[config.mk]
export PLATFORM = sky130hd
export DESIGN_NAME = wm_sram_1rw1r
export DESIGN_NICKNAME = d
export VERILOG_FILES = /design/src/rtl/wm_sram_1rw1r.sv
export SDC_FILE = /design/constraint.sdc
export NUM_CORES = 2
export LEC_CHECK = 0
export BUFFER_PORTS_ARGS = -buffer_cell sky130_fd_sc_hd__buf_2
export CORE_ASPECT_RATIO = 0.7
export CORE_MARGIN = 3
export CORE_UTILIZATION = 45
export CTS_CLUSTER_SIZE = 10
export DETAILED_ROUTE_END_ITERATION = 6
export PLACE_DENSITY = 0.72
export SETUP_SLACK_MARGIN = 0.5
export SLEW_MARGIN = 20
export SYNTH_ARGS = -nofsm -noshare
export SYNTH_HDL_FRONTEND = slang
export SYNTH_SLANG_ARGS = --single-unit
[constraint.sdc]
create_clock -name clk0 -period 4.7 [get_ports clk0]
set_input_delay 0 -clock clk0 [delete_from_list [all_inputs] [get_ports clk0]]
set_output_delay 0 -clock clk0 [all_outputs]
set_load 0.05 [all_outputs]
[src/rtl/wm_sram_1rw1r.sv]
// Single-clock SRAM with one read/write port and one read-only port, optional
// power-on clear sequence, registered outputs and access-error reporting.
module wm_sram_1rw1r #(
    parameter int DATA_WIDTH     = 16,
    parameter int NUM_WORDS      = 200,
    parameter int ADDR_WIDTH     = 8,
    parameter int WMASK_WIDTH    = 2,
    parameter int CLEAR_ON_RESET = 1
) (
    input  logic                   clk0,
    input  logic                   rst0_n,
    input  logic                   csb0,
    input  logic                   web0,
    input  logic [WMASK_WIDTH-1:0] wmask0,
    input  logic [ADDR_WIDTH-1:0]  addr0,
    input  logic [DATA_WIDTH-1:0]  din0,
    output logic [DATA_WIDTH-1:0]  dout0,
    output logic                   dout0_valid,
    input  logic                   csb1,
    input  logic [ADDR_WIDTH-1:0]  addr1,
    output logic [DATA_WIDTH-1:0]  dout1,
    output logic                   dout1_valid,
    output logic                   ready,
    output logic                   collision,
    output logic                   addr_err
);

    // state   | meaning
    // ST_INIT | clearing word r_init_cnt, accesses ignored
    // ST_RUN  | normal operation, accesses accepted once r_ready is set

    localparam int                    LP_LANE = DATA_WIDTH / WMASK_WIDTH;
    localparam logic [ADDR_WIDTH:0]   LP_NUM  = (ADDR_WIDTH + 1)'(NUM_WORDS);
    localparam logic [ADDR_WIDTH-1:0] LP_LAST = ADDR_WIDTH'(NUM_WORDS - 1);

    typedef enum logic {
        ST_INIT = 1'b0,
        ST_RUN  = 1'b1
    } state_t;

    localparam state_t LP_RST_STATE = (CLEAR_ON_RESET != 0) ? ST_INIT : ST_RUN;

    state_t                  r_state;
    state_t                  w_state_nxt;
    logic [ADDR_WIDTH-1:0]   r_init_cnt;
    logic [ADDR_WIDTH-1:0]   w_init_cnt_nxt;
    logic                    w_clr_we;
    logic                    r_ready;
    logic [DATA_WIDTH-1:0]   r_mem [NUM_WORDS];

    logic w_rd0;
    logic w_wr0;
    logic w_rd1;
    logic w_in0;
    logic w_in1;
    logic w_col;
    logic w_err;

    always_ff @(posedge clk0 or negedge rst0_n) begin
        if (!rst0_n) begin
            r_state    <= LP_RST_STATE;
            r_init_cnt <= '0;
            r_ready    <= 1'b0;
        end else begin
            r_state    <= w_state_nxt;
            r_init_cnt <= w_init_cnt_nxt;
            r_ready    <= (w_state_nxt == ST_RUN);
        end
    end

    always_comb begin
        w_state_nxt    = r_state;
        w_init_cnt_nxt = r_init_cnt;
        w_clr_we       = 1'b0;
        case (r_state)
            ST_INIT: begin
                w_clr_we       = 1'b1;
                w_init_cnt_nxt = r_init_cnt + 1'b1;
                if (r_init_cnt == LP_LAST) begin
                    w_state_nxt = ST_RUN;
                end
            end
            default: begin
                w_state_nxt = ST_RUN;
            end
        endcase
    end

    assign ready = r_ready;
    assign w_rd0 = r_ready & ~csb0 & web0;
    assign w_wr0 = r_ready & ~csb0 & ~web0;
    assign w_rd1 = r_ready & ~csb1;
    assign w_in0 = ({1'b0, addr0} < LP_NUM);
    assign w_in1 = ({1'b0, addr1} < LP_NUM);
    assign w_col = w_wr0 & w_rd1 & (addr0 == addr1);
    // Both ports out of range on one edge still yields a single pulse.
    assign w_err = (r_ready & ~csb0 & ~w_in0) | (w_rd1 & ~w_in1);

    // Array has no reset so contents can survive reset when clearing is disabled.
    always_ff @(posedge clk0) begin
        if (w_clr_we) begin
            r_mem[r_init_cnt] <= '0;
        end else if (w_wr0 && w_in0) begin
            for (int k = 0; k < WMASK_WIDTH; k++) begin
                if (wmask0[k]) begin
                    r_mem[addr0][k*LP_LANE +: LP_LANE] <= din0[k*LP_LANE +: LP_LANE];
                end
            end
        end
    end

    always_ff @(posedge clk0 or negedge rst0_n) begin
        if (!rst0_n) begin
            dout0       <= '0;
            dout1       <= '0;
            dout0_valid <= 1'b0;
            dout1_valid <= 1'b0;
            collision   <= 1'b0;
            addr_err    <= 1'b0;
        end else begin
            dout0_valid <= w_rd0;
            dout1_valid <= w_rd1;
            collision   <= w_col;
            addr_err    <= w_err;
            if (w_rd0) begin
                dout0 <= w_in0 ? r_mem[addr0] : '0;
            end
            if (w_rd1) begin
                dout1 <= w_in1 ? r_mem[addr1] : '0;
            end
        end
    end

endmodule

==> reports/results.ini <==
[global_routing]
grtUsageTotal=0.332
grt_pass1_vias=94400
grt_max_degree=97
grt_overflow=0
grt_pass1_wl_mm=791
antenna_found_initial=53

[place]
placed_cells=12700
gp_congestion=1.05
place_area_um2=162000
port_buffers=75
hpwl_mm=393

[power_and_ir_drop]
ir_drop_mv=0.352
power.density_nw_per_um2=351
p_leak_uw=0.0464

[critical_path]
worst-setup-path-type=in -> reg
worstSetupEndpointType=flop
crit_fanout=36
worstPathArrival_ns=5.12
slowest_delay_ns=1.14
crit_slowest_cell=a2111oi_0
path_cells=dlygate4sd3_1, buf_8, buf_4, buf_4, or2_2, a211oi_1, a2111oi_0, nor4_1, a311oi_1, buf_4, a211o_1
required_ns=5.58
cp-start-kind=input port
crit_top_cell=buf_4

[drt]
num_vias=99200
routed_wl_mm=584
dr.pass1.iters=7
viasPerCell=7.49
drt_iter0_markers=19800
wl_per_cell_um=44.1
drc=19
drtAntennaViolNets=0

[flow_run]
maxCapViolCount=0

[sta]
report.final.hold_viol_count=0
timing.setup.tns_ns=0
max_clock_freq_mhz=236
grt_setup_unrepaired=no
tightest_slew_ns=1.32
fin_skew_ns=0.0735
fin_crit_sh=0.902
slew_headroom=0.0943
setup_violations=0
maxSlewViolCount=0
final.min_clock_period_ns=4.24
hold_slack_ns=0.129

[clock_network]
root_buffer=clkbuf_16
cts.sinks=3245
post_cts_buffers=0
hold_buffers=33
htreeDepth=5
tritoncts=yes
cts_buffers=368
cts.repair.resized=0
clk_latency_ns=0.96
path_clk_slew_ns=0.06
cts.path.max_buffers=4

[yosys]
ys_top_cells_by_count=edfxtp_1 (3,200), mux4_2 (1,563), nor2_1 (504)
synth-seq-cells=3245
yosysUniqueCellTypes=81
synth_nets=8033
syn_area_um2=153000
synth_top_cell_area_share=0.628
synth_top_flop_cell=edfxtp_1
yosysWarnings=0
async_flop_share=0.0139
synthCells=7993
synth.avg_cell_area_um2=19.2
yosysMostFrequentCell=edfxtp_1
yosysSeqAreaShare=0.635
synth_area_leader_cell=edfxtp_1
synth_edf_count=3200
yosys-top-cells-area=edfxtp_1 (63%), mux4_2 (23%), mux2i_1 (3.1%)

[cells_and_area]
layout-drive-gt1-share=0.340
final_area_um2=173000
area_delta_synth_final_pct=12.7
final_cells=13200
postLayoutCoreUtil=0.512
finalNetCount=8649

[floorplanning]
die-width_um=703
die_h_um=494
start_util=0.454
core_um2=337000
dieArea_um2=347000
pin_count=76
placementRows=178

[hold_path]
min_path_type=in -> reg

[run_status]
status=finished with violations
violations=DRC

==> worst paths after layout <==
kind | startpoint | depth (start not counted) | to | slack [ns]
worst max-delay path | addr1[2] | 11 | dout1[11]$_DFFE_PN0P_ | 0.46
worst min-delay path | addr1[5] | 5 | dout1[3]$_DFFE_PN0P_ | 0.13
worst max register to register | ready$_DFF_PN0_ | 8 | dout0[8]$_DFFE_PN0P_ | 0.74
worst min register to register | dout0[2]$_DFFE_PN0P_ | 2 | dout0[2]$_DFFE_PN0P_ | 0.48
max in group asynchronous | rst0_n | 4 | dout0[7]$_DFFE_PN0P_ | 3.80
min in group asynchronous | rst0_n | 4 | dout1_valid$_DFF_PN0_ | 0.27
==> cells by family after synthesis <==
| logic type | Yosys count | synth area share |
|---|---|---|
| compound gates | 875 | 0.0407 |
| xor+xnor | 15 | 0.000858 |
| fa+ha+maj | 1 | 0.0000817 |
| buf+inv | 676 | 0.0281 |
| flops | 3245 | 0.635 |
| mux | 2078 | 0.265 |
| simple gates | 1103 | 0.0303 |
==> where the power goes <==
part,internal [uW],total [uW],switching (uW)
clock,14200,25600,11400
combinational,1100,3630,2520
sequential,31300,31300,0
total,46600,60500,13900
==> critical path: cells and delay by family <==
kind | cells | cell delay, ns
compound gates | 4 | 2.19
simple gates | 2 | 0.83
buf+inv | 5 | 1.95
==> cells in the final DEF (no fill, tap or decap), types with 34 or more instances in the layout <==
cell / instances
a21oi_1: 165
a221oi_1: 95
a22oi_1: 90
a31oi_1: 42
buf_12: 89
buf_2: 66
buf_4: 710
clkbuf_1: 49
clkbuf_16: 375
dfrtp_1: 45
diode_2: 58
edfxtp_1: 3200
mux2_2: 34
mux2i_1: 473
mux4_2: 1563
nand2_1: 349
nand3_1: 65
nor2_1: 493
o21ai_0: 112
o221ai_1: 62
o22ai_1: 58
==> metrics by stage <==
step           setup slack (ns)  total power (uW)
5_1_grt                   0.808             61400
6_report                  0.463             60500
2_1_floorplan            -0.130             33800
3_5_place_dp              0.763             35300
4_1_cts                    1.12             60200
3_3_place_gp              0.218             35200
==> layer usage <==
layer	share of wire	vias up	global-route usage
met1	0.34	51400	0.431
met2	0.40	10600	0.432
li1	-	35400	-
met5	0.0023	-	0.0179
met3	0.21	1802	0.210
met4	0.055	53	0.150
==> flip-flops by register name (all words and copies together), names as in the netlist <==
name	cells
r_mem	3200
collision	1
dout0_valid	1
r_init_cnt	8
dout0	16
ready	1
addr_err	1
dout1_valid	1
dout1	16
==> cell type report <==
| class | count | area [um^2] |
|---|---|---|
| multi-input combinational | 4072 | 51800 |
| clock inverter | 20 | 218 |
| timing repair buffer | 904 | 7850 |
| fill | 26400 | 165000 |
| tap | 4500 | 5630 |
| clock buffer | 424 | 9570 |
| inverter | 18 | 92.6 |
| antenna | 58 | 145 |
| sequential | 3245 | 97200 |
Note: power is estimated with default switching activity, not from simulation.
